File: src/rtl/serial_adder_pkg.sv
// Shared definitions for the bit-serial adder/subtractor: FSM state encoding and
// the counter-width helper.
package serial_adder_pkg;

    typedef enum logic [1:0] {
        ST_IDLE = 2'd0,
        ST_RUN  = 2'd1,
        ST_DONE = 2'd2
    } state_e;

    function automatic int unsigned cnt_width(input int unsigned width);
        return (width > 1) ? $clog2(width) : 1;
    endfunction

    localparam int unsigned DefaultWidth = 8;
    localparam int unsigned DefaultCntW  = cnt_width(DefaultWidth);

endpackage

File: src/rtl/fa_cell.sv
// Single-bit combinational full adder; the only arithmetic in the serial adder.
module fa_cell (
    input  logic a,
    input  logic b,
    input  logic ci,
    output logic s,
    output logic co
);

    assign s  = a ^ b ^ ci;
    assign co = (a & b) | (a & ci) | (b & ci);

endmodule

File: src/rtl/serial_adder.sv
// Bit-serial adder/subtractor, one bit per clock LSB first through one fa_cell.
// Define SERIAL_ADDER_OVF_EN to add the signed-overflow output ovf.
module serial_adder
    import serial_adder_pkg::*;
#(
    parameter int unsigned WIDTH = 8
) (
    input  logic             clk,
    input  logic             rst,
    input  logic             start,
    input  logic             sub,
    input  logic [WIDTH-1:0] a,
    input  logic [WIDTH-1:0] b,
    input  logic             ci,
    output logic [WIDTH-1:0] s,
    output logic             co,
    output logic             busy,
`ifdef SERIAL_ADDER_OVF_EN
    output logic             ovf,
`endif
    output logic             done
);

    localparam int unsigned     CntW    = cnt_width(WIDTH);
    localparam logic [CntW-1:0] LastBit = CntW'(WIDTH - 1);

    state_e           state_q, state_d;
    logic [CntW-1:0]  cnt_q, cnt_d;
    logic             carry_q, carry_d;
    logic [WIDTH-1:0] a_q, a_d;
    logic [WIDTH-1:0] b_q, b_d;
    logic [WIDTH-1:0] s_q, s_d;
    logic             co_q, co_d;
`ifdef SERIAL_ADDER_OVF_EN
    logic             ovf_q, ovf_d;
`endif
    logic             bit_s, bit_co;

    fa_cell u_fa (
        .a  (a_q[cnt_q]),
        .b  (b_q[cnt_q]),
        .ci (carry_q),
        .s  (bit_s),
        .co (bit_co)
    );

    always_comb begin
        state_d = state_q;
        cnt_d   = cnt_q;
        carry_d = carry_q;
        a_d     = a_q;
        b_d     = b_q;
        s_d     = s_q;
        co_d    = co_q;
`ifdef SERIAL_ADDER_OVF_EN
        ovf_d   = ovf_q;
`endif
        case (state_q)
            ST_IDLE: begin
                if (start) begin
                    // Subtract is a + ~b + 1, so ci is ignored in that mode.
                    a_d     = a;
                    b_d     = sub ? ~b : b;
                    carry_d = sub ? 1'b1 : ci;
                    s_d     = '0;
                    co_d    = 1'b0;
`ifdef SERIAL_ADDER_OVF_EN
                    ovf_d   = 1'b0;
`endif
                    cnt_d   = '0;
                    state_d = ST_RUN;
                end
            end
            ST_RUN: begin
                s_d[cnt_q] = bit_s;
                carry_d    = bit_co;
                if (cnt_q == LastBit) begin
                    co_d    = bit_co;
`ifdef SERIAL_ADDER_OVF_EN
                    ovf_d   = carry_q ^ bit_co;
`endif
                    cnt_d   = '0;
                    state_d = ST_DONE;
                end else begin
                    cnt_d = cnt_q + CntW'(1);
                end
            end
            ST_DONE: state_d = ST_IDLE;
            default: state_d = ST_IDLE;
        endcase
    end

    always_ff @(posedge clk or posedge rst) begin
        if (rst) begin
            state_q <= ST_IDLE;
            cnt_q   <= '0;
            carry_q <= 1'b0;
            a_q     <= '0;
            b_q     <= '0;
            s_q     <= '0;
            co_q    <= 1'b0;
`ifdef SERIAL_ADDER_OVF_EN
            ovf_q   <= 1'b0;
`endif
        end else begin
            state_q <= state_d;
            cnt_q   <= cnt_d;
            carry_q <= carry_d;
            a_q     <= a_d;
            b_q     <= b_d;
            s_q     <= s_d;
            co_q    <= co_d;
`ifdef SERIAL_ADDER_OVF_EN
            ovf_q   <= ovf_d;
`endif
        end
    end

    assign s    = s_q;
    assign co   = co_q;
    assign busy = (state_q == ST_RUN);
    assign done = (state_q == ST_DONE);
`ifdef SERIAL_ADDER_OVF_EN
    assign ovf  = ovf_q;
`endif

endmodule

File: config.mk
export PLATFORM = sky130hd
export DESIGN_NAME = serial_adder
export DESIGN_NICKNAME = d
export VERILOG_FILES = /design/src/rtl/serial_adder_pkg.sv /design/src/rtl/fa_cell.sv /design/src/rtl/serial_adder.sv
export SDC_FILE = /design/constraint.sdc
export NUM_CORES = 1
export LEC_CHECK = 0
export BUFFER_PORTS_ARGS = -buffer_cell sky130_fd_sc_hd__buf_2
export CORE_AREA = 4 4 86 64
export DETAILED_ROUTE_END_ITERATION = 10
export DIE_AREA = 0 0 90 68
export PLACE_DENSITY_LB_ADDON = 0.2
export SYNTH_ARGS = -nofsm -noshare
export SYNTH_HDL_FRONTEND = slang
export SYNTH_HIERARCHICAL = 1
export SYNTH_SLANG_ARGS = --single-unit
export TNS_END_PERCENT = 1
File: constraint.sdc
create_clock -name clk -period 2.1 [get_ports clk]
set_input_delay 0.105 -clock clk [delete_from_list [all_inputs] [get_ports clk]]
set_output_delay 0.105 -clock clk [all_outputs]
set_load 0.02 [all_outputs]
Word level (Yosys, flattened, before mapping):

Index checks and enable logic that the tools add are counted.

* bits in registers: 31
* logic and storage cells: 52
* output and inout bits: 11
* input bits: 21

* muxes and demuxes: 22
* reductions and logical operators: 7
* equality and inequality tests: 5
* add/sub/neg operators: 1
* bitwise gates (word level): 8
* $lt $le $gt $ge: 2

Operator list (count)
* $mux 8: 2
* $pmux 8 s2: 1
* $bwmux 8: 1
* $not 8->8: 1
* $mux 1: 7
* $bmux 1 s3: 2
* $mux 3: 2
* $pmux 3 s2: 1
* $reduce_and 2->1: 3
* $lt 3x4->1 const B: 1
* $mux 2: 2
* $pmux 1 s2: 2
* $pmux 2 s2: 1
* $add 3x1->3 const B: 1
* $and 1x1->1: 3
* $demux 1 s3: 1
* $eq 3x3->1 const B: 1
* $ge 3x1->1 const B: 1
* $reduce_and 3->1: 1
* $eq 2x1->1 const B: 1
* $eq 2x2->1 const B: 1
* $logic_not 2->1: 1
* $ne 2x1->1 const B: 1
* $ne 2x2->1 const B: 1
* other kinds (4): 6

Logic depth before layout (Yosys ltp):

Gate-level depths: netlist of run 1.

* depth in word-level cells: 7
* gate-level depth with buffers: 8
* depth with buffers taken out: 6

By module:

The synthesis of run 1 kept the hierarchy.

Modules (own cells, without submodules)
* serial_adder: instances 1, cells an instance 147, area each 1582.8 um^2, sequential area each 775.7 um^2
* fa_cell: instances 1, cells an instance 1, area each 20.0 um^2, sequential area each 0.0 um^2

Least setup slack after synthesis of run 1:

No wires, ideal clock.

* kind: register to register
* start: register cnt_q[1]
* end: register s_q[0] (netlist: s[0])
* period minus slack after synthesis: 2.200 ns
* arrival: 2.079 ns
* path slack: -0.100 ns
* path buffers: 1
* cell stages (with the launch flop): 8
* setup time: 0.122 ns
* required time: 1.978 ns
* cells stage by stage: dfrtp_1 buf_2 mux2_2 a22oi_1 o221ai_1 fa_1 and3_4 a32o_1

* longest elaborated chain between the ends: 6
* elaborated cells between the ends (all ways): 13
* classes of those cells: order compare: 2; mux: 8; bitwise: 2; reduce/logical: 1

Ends and longest elaborated chain
* start, declared: RTL line serial_adder.sv:28 `logic [CntW-1:0] cnt_q, cnt_d;`
* start signal, assigned: RTL line serial_adder.sv:107 `cnt_q <= cnt_d;`
* $bmux 1 s3 (on tied branches): RTL line serial_adder.sv:40, serial_adder.sv:41
* $mux 1 (on tied branches): RTL line serial_adder.sv:40, serial_adder.sv:41
* $xor 1x1->1 (*) (2 in series): RTL line fa_cell.sv:10 `assign s = a ^ b ^ ci;`
* net bit_s: RTL line serial_adder.sv:37 `logic bit_s, bit_co;`
* $bwmux 8 (*): RTL line serial_adder.sv:75 `s_d[cnt_q] = bit_s;`
* $pmux 8 s2 (*): RTL line serial_adder.sv:58 `case (state_q)`
* end signal, assigned: RTL line serial_adder.sv:100 `s_q <= '0;`
* end signal, assigned: RTL line serial_adder.sv:111 `s_q <= s_d;`
* end, declared: RTL line serial_adder.sv:32 `logic [WIDTH-1:0] s_q, s_d;`

The timed path passes the listed nets; every way through them passes the cells marked *. The select of a mux whose other input is x is not followed.
A chain may end at the register's enable or synchronous reset.

Worst setup path in the final report of run 1:

* start: register cnt_q[0]
* end: register s_q[2] (netlist: s[2])

The elaborated chain is that of the path after synthesis.

==> impl_metrics.tcl, run 1 <==
set metrics [dict create \
    grt_max_degree 32 \
    ioPinCount 32 \
    drc_errors 0 \
    h-tree-depth 2 \
    power_density_mw_per_mm2 1585 \
    end_kind "flip-flop" \
    grt_first_pass_wirelength_mm 6.216 \
    grt_overflow 0 \
    min_period_ps 2161 \
    drt_iter0_drc 36 \
    leakage_nw 0.9099 \
    antenna_found_initial 0 \
    cts-root-buf "clkbuf_8" \
    critPathMaxFanout 4 \
    slew_headroom_pct 57.86 \
    violations "setup timing" \
    crit_type "reg2reg" \
    slew_violations 0 \
    r2r_slack_ps -60 \
    routedWlPerCell_um 14.86 \
    worst_slack_ps -61.41 \
    synth_flop_cell "dfrtp_1" \
    clkSinkCount 31 \
    holdWs_ps 43.89 \
    vdd_drop_max_mv 0.5006 \
    clk_pin_slew_ps 60 \
    dpl-instance-area_mm2 0.001866 \
    fin_nets 216 \
    dp_hpwl_mm 2.711 \
    dr_wl_met2_mm 1.674 \
    vias 1235 \
    cp_data_required_time_ps 2260 \
    cp_cell_sequence "mux2i_2 > o32ai_2 > a221o_1 > fa_1 > and3_4 > a32o_1" \
    max_stage_delay_ps 480 \
    cts_buffer_depth 2 \
    grt_setup_unrepaired "true" \
    rows 21 \
    worstPathArrival_ps 2320 \
    period_share_pct 102.9 \
    wl_met3_um 158 \
    postLayoutCellArea_mm2 0.002019 \
    syn_inst 148 \
    max_cap_viol_count 0 \
    fp.dieH_um 68 \
    die_width_um 90 \
    hold_path_class "in2reg" \
    yosys_warnings 6 \
    core_area_mm2 0.004651 \
    hold_violations 0 \
    outcome "complete, but fails checks" \
    area_delta_synth_final_pct 26.00 \
    yosysSeqAreaShare_pct 48.40 \
    portBuffers 31 \
    tightest_slew_ps 630.8 \
    synthArstFlopShare_pct 100.0 \
    setup_violations 5 \
    cp_slowest_cell "fa_1" \
    cp-start-kind "flip-flop" \
    finalClockSkew_ps 6.421 \
    gp_congestion 0.7912 \
    grtUsageTotal_pct 12.86 \
    postSynthAreaPerCell_um2 10.83 \
    antenna_cells 0 \
    initial_core_util_pct 34.46 \
    p_total_mw 3.201 \
    fp.dieArea_mm2 0.006120 \
    routed_wirelength_mm 3.671 \
    ys_types 39 \
    clock_latency_ps 270 \
    postRouteAntennaNets 0 \
    grt_pass1_vias 1271 \
    via_per_inst 5.000 \
    fmax_mhz 462.7 \
    dp_slack_ps -118.6 \
    ys_ff_latch 31 \
    cts-buffers-inserted 5 \
    layout-drive-gt1-share_pct 38.95 \
    wl_met1_mm 1.805 \
    syn_nets 173 \
    final_util_pct 43.42 \
    cts_tree "built" \
    dr.pass1.iters 4 \
    synth_edf_count 0 \
    synthesis.area_mm2 0.001603 \
    top_layer "met4" \
]
## placed cells by master, fill, tap and decap left out, types with 2 or more instances in the layout
master,count
buf_2,31
dfrtp_1,29
buf_4,14
a21oi_1,13
nor2_1,11
inv_1,9
mux2_2,8
xnor2_1,8
o21ai_0,7
a32o_1,5
clkbuf_8,5
mux2i_1,4
o32ai_2,3
nand2_1,3
ha_1,3
nor3_1,2
nor3b_1,2
nand3b_1,2
nand3_1,2
dfrtp_2,2
## area by class of cell
type | instances | area, um^2
clock buffers | 6 | 72.57
fillers | 455 | 2631
inverters | 10 | 37.54
multi-input cells | 96 | 769.5
flip-flops and latches | 31 | 778.2
well taps | 57 | 71.32
repair buffers | 47 | 290.3
## registers in the layout, summed over array words and instances, names as in the netlist
register / flops
co: 1
cnt_q: 3
a_q: 8
state_q: 2
b_q: 8
s: 8
carry_q: 1
## what timing repair did
| item | 4_1_cts | 5_1_grt |
|---|---|---|
| resized for setup | 3 | 7 |
| endpoints found under the hold margin | 31 | 0 |
| pin swaps | 0 | 10 |
| buffers inserted | 0 | 3 |
| gates cloned | 0 | 0 |
| setup endpoints to repair | 8 | 8 |
| hold buffers | 1 | 0 |
## synth_stat cells, drive strengths merged (2+ instances only)
master,n,area [um^2]
nor3,2,10.01
a32o,5,50.05
nand2b,2,15.02
o32ai,4,35.03
inv,10,37.53
a21oi,13,65.06
mux2i,5,50.05
buf,11,66.31
nand3,3,15.01
ha,3,37.54
nand2,3,11.26
o21ai,7,35.03
nand3b,2,15.01
nor3b,3,27.52
dfrtp,31,775.7
mux2,9,101.4
nor2,11,41.29
xnor2,8,70.07
## where the power goes
group | internal, mW | total (mW) | leakage, nW | switching [mW]
sequential | 0.865 | 1.05 | 0.376 | 0.188
combinational | 0.839 | 1.73 | 0.497 | 0.891
clock | 0.220 | 0.419 | 0.0371 | 0.199
total | 1.92 | 3.20 | 0.910 | 1.28
## worst max-delay path: cells and delay by family (launching register included)
kind,cells,cell delay [ps]
AOI/OAI and AO/OA,3,650
adders and majority gates,1,480
DFF,1,430
muxes,1,280
and+or+nand+nor,1,210
## path summary, 6_finish.rpt
kind | from | end | cells past startpoint
setup / recovery | cnt_q[0]$_DFFE_PP0P_ | s[2]$_DFFE_PP0P_ | 6
hold / removal | a[7] | a_q[7]$_DFFE_PP0P_ | 3
max in group asynchronous | rst | cnt_q[0]$_DFFE_PP0P_ | 4
hold reg to reg | co$_DFFE_PP0P_ | co$_DFFE_PP0P_ | 1
min in group asynchronous | rst | a_q[2]$_DFFE_PP0P_ | 4
setup reg to reg | cnt_q[0]$_DFFE_PP0P_ | s[2]$_DFFE_PP0P_ | 6
## cells by family after synthesis
family / Yosys count / share of synthesized area, %
mux: 14 / 9.446
compound gates: 38 / 16.32
buf+inv: 21 / 6.479
simple gates: 32 / 11.40
flops: 31 / 48.40
fa+ha+maj: 4 / 3.591
xor+xnor: 8 / 4.372
## routing by layer
metal  vias to the layer above  global-route usage [%]
met2                        22                   20.37
met4                         0                   4.008
li1                        610                       -
met3                         4                   3.956
met1                       599                   17.06
met5                         -                       0
## stage by stage
stage / setup TNS (ps) / cells
2_1_floorplan: 0 / 148
3_3_place_gp: -398.7 / 237
3_5_place_dp: -780.4 / 237
4_1_cts: -601.0 / 244
5_1_grt: -733.6 / 247
6_report: -255.4 / 247
Power figures use the tool's default switching activity.
==> run 2, diff against run 1 <==
--- a/config.mk
+++ b/config.mk
@@ -9,7 +9,7 @@
 export CORE_AREA = 4 4 86 64
 export DETAILED_ROUTE_END_ITERATION = 10
 export DIE_AREA = 0 0 90 68
-export PLACE_DENSITY_LB_ADDON = 0.2
+export PLACE_DENSITY = 0.58
 export SYNTH_ARGS = -nofsm -noshare
 export SYNTH_HDL_FRONTEND = slang
 export SYNTH_HIERARCHICAL = 1
==> impl_metrics.tcl, run 2 (same netlist as run 1, synthesis figures left out) <==
set metrics [dict create \
    end_kind "flip-flop" \
    min_period_ps 2177 \
    grt_first_pass_wirelength_mm 6.168 \
    vdd_drop_max_mv 0.5298 \
    outcome "complete, but fails checks" \
    clk_pin_slew_ps 70 \
    critPathMaxFanout 6 \
    initial_core_util_pct 34.46 \
    p_clk_share_pct 18.3 \
    cp_top_family "compound AO/OA/AOI/OAI gates" \
    cts_buffer_depth 2 \
    cp_data_required_time_ps 2280 \
    grt_setup_unrepaired "true" \
    slew_headroom_pct 57.86 \
    antenna_cells 0 \
    core_area_mm2 0.004651 \
    cp_slowest_cell "fa_1" \
    via_per_inst 5.084 \
    finalClockSkew_ps 10.49 \
    p_switching_mw 1.274 \
    hold_path_class "in2reg" \
    power_frac_seq_pct 31.6 \
    worst_slack_ps -76.92 \
    combPwrFrac_pct 50.1 \
    routedWlPerCell_um 14.37 \
    leakage_nw 0.9297 \
    violations "setup timing" \
    switching_share_pct 38.30 \
    wl_met3_um 245 \
    final_common_cell "buf_2" \
    clock_latency_ps 290 \
    timing.setup.tns_ps -357.9 \
    worstPathArrival_ps 2350 \
    max_stage_delay_ps 500 \
    portBuffers 31 \
    rows 21 \
    cts_tree "built" \
    fin_nets 217 \
    drc_errors 0 \
    final_cell_mix "buf_2 (31), dfrtp_1 (29), buf_4 (16)" \
    h-tree-depth 2 \
    cp_cell_sequence "mux2i_2 > o32ai_1 > a221o_1 > fa_1 > and3_4 > a32o_1" \
    crit_buf_inv 0 \
    internal_power_mw 2.053 \
    routed_wirelength_mm 3.593 \
    postRouteAntennaNets 0 \
    cts-buffers-inserted 5 \
    drt_iter0_drc 50 \
    max_cap_viol_count 0 \
    die_width_um 90 \
    vias 1271 \
    fp.dieArea_mm2 0.006120 \
    dr_wl_met2_mm 1.647 \
    power_density_mw_per_mm2 1619 \
    fmax_mhz 459.4 \
    fp.dieH_um 68 \
    slew_violations 0 \
    grtUsageTotal_pct 12.78 \
    gp_congestion 0.8535 \
    grt_overflow 0 \
    grt_max_degree 32 \
    wl_met1_mm 1.682 \
    dp_slack_ps -250.6 \
    area_delta_synth_final_pct 28.26 \
    dp_hpwl_mm 2.725 \
    setup_violations 7 \
    grt_pass1_vias 1323 \
    antenna_found_initial 0 \
    clkSinkCount 31 \
    layout-drive-gt1-share_pct 40.41 \
    dr.pass1.iters 4 \
    top_layer "met4" \
    nFillCells 443 \
    ioPinCount 32 \
    tightest_slew_ps 630.9 \
    crit_type "reg2reg" \
    hold_violations 0 \
    cp-start-kind "flip-flop" \
    period_share_pct 103.7 \
    cts-root-buf "clkbuf_8" \
]
-- run 2: changes by cell type in the layout (fill, tap and decap cells not counted), sizes merged --
cell,change
clkinv,+1
bufinv,+1
buf,+1
-- run 2: cell type report --
class                   instances  area [um^2]  share of cell area [%]
repair buffers                 48        285.3                   13.88
clock inverters                 2        35.03                   1.704
multi-input cells              96        765.7                   37.25
well taps                      57        71.32                   3.469
clock buffers                   6        82.58                   4.017
flip-flops and latches         31        778.2                   37.86
inverters                      10        37.54                   1.826
-- run 2: worst reg2reg max path, cell delays in order (launching register included) --
cell and delay, ps:
dfrtp_2 450, mux2i_2 260, o32ai_1 120, a221o_1 290, fa_1 500, and3_4 190, a32o_1 260
-- run 2: per-stage QoR --
step / utilization [%] / instances / hold slack [ps] / total power, mW / area [um^2]
detailed placement: 40.17 / 239 / 205.6 / 2.591 / 1868
finish: 44.20 / 250 / 25.22 / 3.328 / 2056
floorplan: - / 148 / 208.5 / 2.166 / 1620
global route: 44.20 / 250 / 18.25 / 3.597 / 2056
CTS: 43.64 / 249 / 21.03 / 3.304 / 2029
global placement: 40.17 / 239 / 198.1 / 2.531 / 1868
-- run 2: metal layers --
metal / up-vias / global-route usage (%)
li1: 609 / -
met1: 620 / 16.24
met2: 39 / 21.21
met3: 3 / 3.956
met4: 0 / 4.008
met5: - / 0
-- run 2: what timing repair did --
action | in CTS | in global routing
buffers inserted | 1 | 1
pin swaps | 0 | 0
endpoints found under the hold margin | 31 | 0
resized for setup | 6 | 3
endpoints found under the setup margin | 8 | 8
hold buffers | 1 | 0
-- run 2: path summary, 6_finish.rpt --
path | startpoint | endpoint | slack [ps] | cells past startpoint
min in group asynchronous | rst | a_q[3]$_DFFE_PP0P_ | 430 | 4
hold / removal | a[7] | a_q[7]$_DFFE_PP0P_ | 30 | 3
hold reg to reg | s[6]$_DFFE_PP0P_ | s[6]$_DFFE_PP0P_ | 490 | 1
setup / recovery | cnt_q[0]$_DFFE_PP0P_ | s[2]$_DFFE_PP0P_ | -80 | 6
setup reg to reg | cnt_q[0]$_DFFE_PP0P_ | s[2]$_DFFE_PP0P_ | -80 | 6
max in group asynchronous | rst | cnt_q[1]$_DFFE_PP0P_ | 1350 | 4
-- run 2: power groups by stage --
stage	Sequential (mW)	Clock [mW]	Combinational, mW
floorplan	1.05	0	1.12
global placement	1.05	0	1.48
detailed placement	1.06	0	1.53
CTS	1.06	0.631	1.62
global route	1.09	0.660	1.85
finish	1.05	0.610	1.67
==> run 3, diff against run 2 <==
--- a/config.mk
+++ b/config.mk
@@ -5,13 +5,12 @@
 export SDC_FILE = /design/constraint.sdc
 export NUM_CORES = 1
 export LEC_CHECK = 0
-export BUFFER_PORTS_ARGS = -buffer_cell sky130_fd_sc_hd__buf_2
 export CORE_AREA = 4 4 86 64
 export DETAILED_ROUTE_END_ITERATION = 10
 export DIE_AREA = 0 0 90 68
-export PLACE_DENSITY = 0.58
+export DONT_BUFFER_PORTS = 1
+export PLACE_DENSITY = 0.52
 export SYNTH_ARGS = -nofsm -noshare
 export SYNTH_HDL_FRONTEND = slang
 export SYNTH_HIERARCHICAL = 1
 export SYNTH_SLANG_ARGS = --single-unit
-export TNS_END_PERCENT = 1
==> constraint.sdc (replaced) <==
create_clock -name clk -period 2.1 [get_ports clk]
set_input_delay 0.21 -clock clk [delete_from_list [all_inputs] [get_ports clk]]
set_output_delay 0.21 -clock clk [all_outputs]
set_load 0.02 [all_outputs]
==> impl_metrics.tcl, run 3 (same netlist as run 1, synthesis figures left out) <==
set metrics [dict create \
    outcome "complete, but fails checks" \
    violations "setup timing" \
    grt_setup_unrepaired "true" \
    end_kind "flip-flop" \
    routed_wirelength_mm 3.445 \
    grt_max_degree 32 \
    grtUsageTotal_pct 12.32 \
    initial_core_util_pct 34.46 \
    startpoint "cnt_q[2]$_DFFE_PP0P_" \
    worstPathArrival_ps 2320 \
    cts-root-buf "clkbuf_8" \
    reg2reg_to "s[6]$_DFFE_PP0P_" \
    dr.pass1.iters 4 \
    antenna_cells 0 \
    core_area_mm2 0.004651 \
    cp_cell_sequence "buf_6 > mux2i_2 > o32a_1 > o221ai_2 > fa_1 > and3_4 > a32o_1" \
    gp_congestion 0.7760 \
    critPathMaxFanout 5 \
    cp_slowest_cell "fa_1" \
    vias 1116 \
    tightest_slew_ps 599.5 \
    reg2reg_from "cnt_q[2]$_DFFE_PP0P_" \
    ioPinCount 32 \
    final_cell_mix "dfrtp_1 (28), buf_4 (16), a21oi_1 (13)" \
    grt_pass1_vias 1208 \
    r2r_slack_ps -60 \
    antenna_found_initial 0 \
    min_period_ps 2156 \
    worst_slack_ps -56.14 \
    setup_violations 6 \
    hold_violations 0 \
    cp-start-kind "flip-flop" \
    cts_tree "built" \
    routedWlPerCell_um 15.52 \
    finalClockSkew_ps 6.394 \
    timing.setup.tns_ps -254.2 \
    p_total_mw 3.238 \
    slew_headroom_pct 59.95 \
    leakage_nw 0.8036 \
    fmax_mhz 463.8 \
    period_share_pct 102.7 \
    final_common_cell "dfrtp_1" \
    rows 21 \
    postRouteAntennaNets 0 \
    slew_violations 0 \
    cts-buffers-inserted 5 \
    dp_cells 209 \
    dpl-instance-area_mm2 0.001720 \
    fp.dieArea_mm2 0.006120 \
    max_cap_viol_count 0 \
    grt_first_pass_wirelength_mm 5.913 \
    h-tree-depth 2 \
    clk_pin_slew_ps 60 \
    power_density_mw_per_mm2 1677 \
    area_delta_synth_final_pct 20.45 \
    fp.dieH_um 68 \
    clkSinkCount 31 \
    portBuffers 0 \
    crit_type "reg2reg" \
    ff2ff_path_depth 7 \
    cts_buffer_depth 2 \
    drc_errors 0 \
    postLayoutCellArea_mm2 0.001931 \
    hold_path_class "in2reg" \
    crit_end "s[6]$_DFFE_PP0P_" \
    grt_overflow 0 \
    layout-drive-gt1-share_pct 30.91 \
    max_stage_delay_ps 500 \
    die_width_um 90 \
    dp_hpwl_mm 2.580 \
    fin_nets 189 \
    via_per_inst 5.027 \
    cp_data_required_time_ps 2270 \
    vdd_drop_max_mv 0.5928 \
    stdcell_count 222 \
    drt_iter0_drc 64 \
    clock_latency_ps 280 \
]
[run 3: worst max-delay path, delay by kind of cell (launching register included)]
family | cells | cell delay [ps]
muxes | 1 | 140
and+or+nand+nor | 1 | 220
buffers and inverters | 1 | 150
AOI/OAI and AO/OA | 3 | 600
adders and majority gates | 1 | 500
DFF | 1 | 450
[run 3: final cells by class]
cell class	count	area, um^2
inverter	10	37.54
tap	57	71.32
clock buffer	7	76.32
timing repair buffer	20	163.9
sequential	31	779.5
multi-input combinational	96	797.0
clock inverter	1	5.005
fill	459	2720
[run 3: timing repair]
item,4_1_cts,5_1_grt
setup endpoints to repair,8,8
gates resized for setup,12,7
pin swaps,10,4
setup buffers,4,0
hold endpoints to repair,31,0
hold buffers,1,0
[run 3: worst min path at each step]
stage                     start                  to  slack (ps)  depth (start not counted)
after floorplan             rst  a_q[0]$_DFFE_PP0P_         310                          1
after global placement      rst  a_q[2]$_DFFE_PP0P_         200                          2
after detailed placement    rst  a_q[2]$_DFFE_PP0P_         210                          2
after CTS                  a[7]  a_q[7]$_DFFE_PP0P_          70                          2
after global routing       a[3]  a_q[3]$_DFFE_PP0P_          70                          1
final                      a[7]  a_q[7]$_DFFE_PP0P_          70                          2
[run 3: metal layers]
| metal | up-vias | wire [um] | share of wire, % | global-route usage, % |
|---|---|---|---|---|
| met4 | 0 | 20 | 0.58 | 3.435 |
| met2 | 25 | 1446 | 42 | 18.60 |
| met3 | 2 | 212 | 6.2 | 5.055 |
| met1 | 528 | 1766 | 51 | 16.38 |
| met5 | - | 0 | 0 | 0 |
| li1 | 561 | - | - | - |
[run 3: power breakdown]
part	leakage (nW)	switching, mW	internal [mW]
Clock	0.0422	0.212	0.232
Combinational	0.387	0.802	0.858
Sequential	0.374	0.269	0.865
[run 3: through the flow]
step	utilization (%)	hold WS, ps	setup slack (ps)
after floorplan	-	313.5	23.39
final	41.51	65.74	-56.14
after CTS	40.81	66.41	-62.51
after global routing	41.51	73.75	-148.9
after detailed placement	36.99	206.0	-118.6
after global placement	36.99	200.5	-72.03
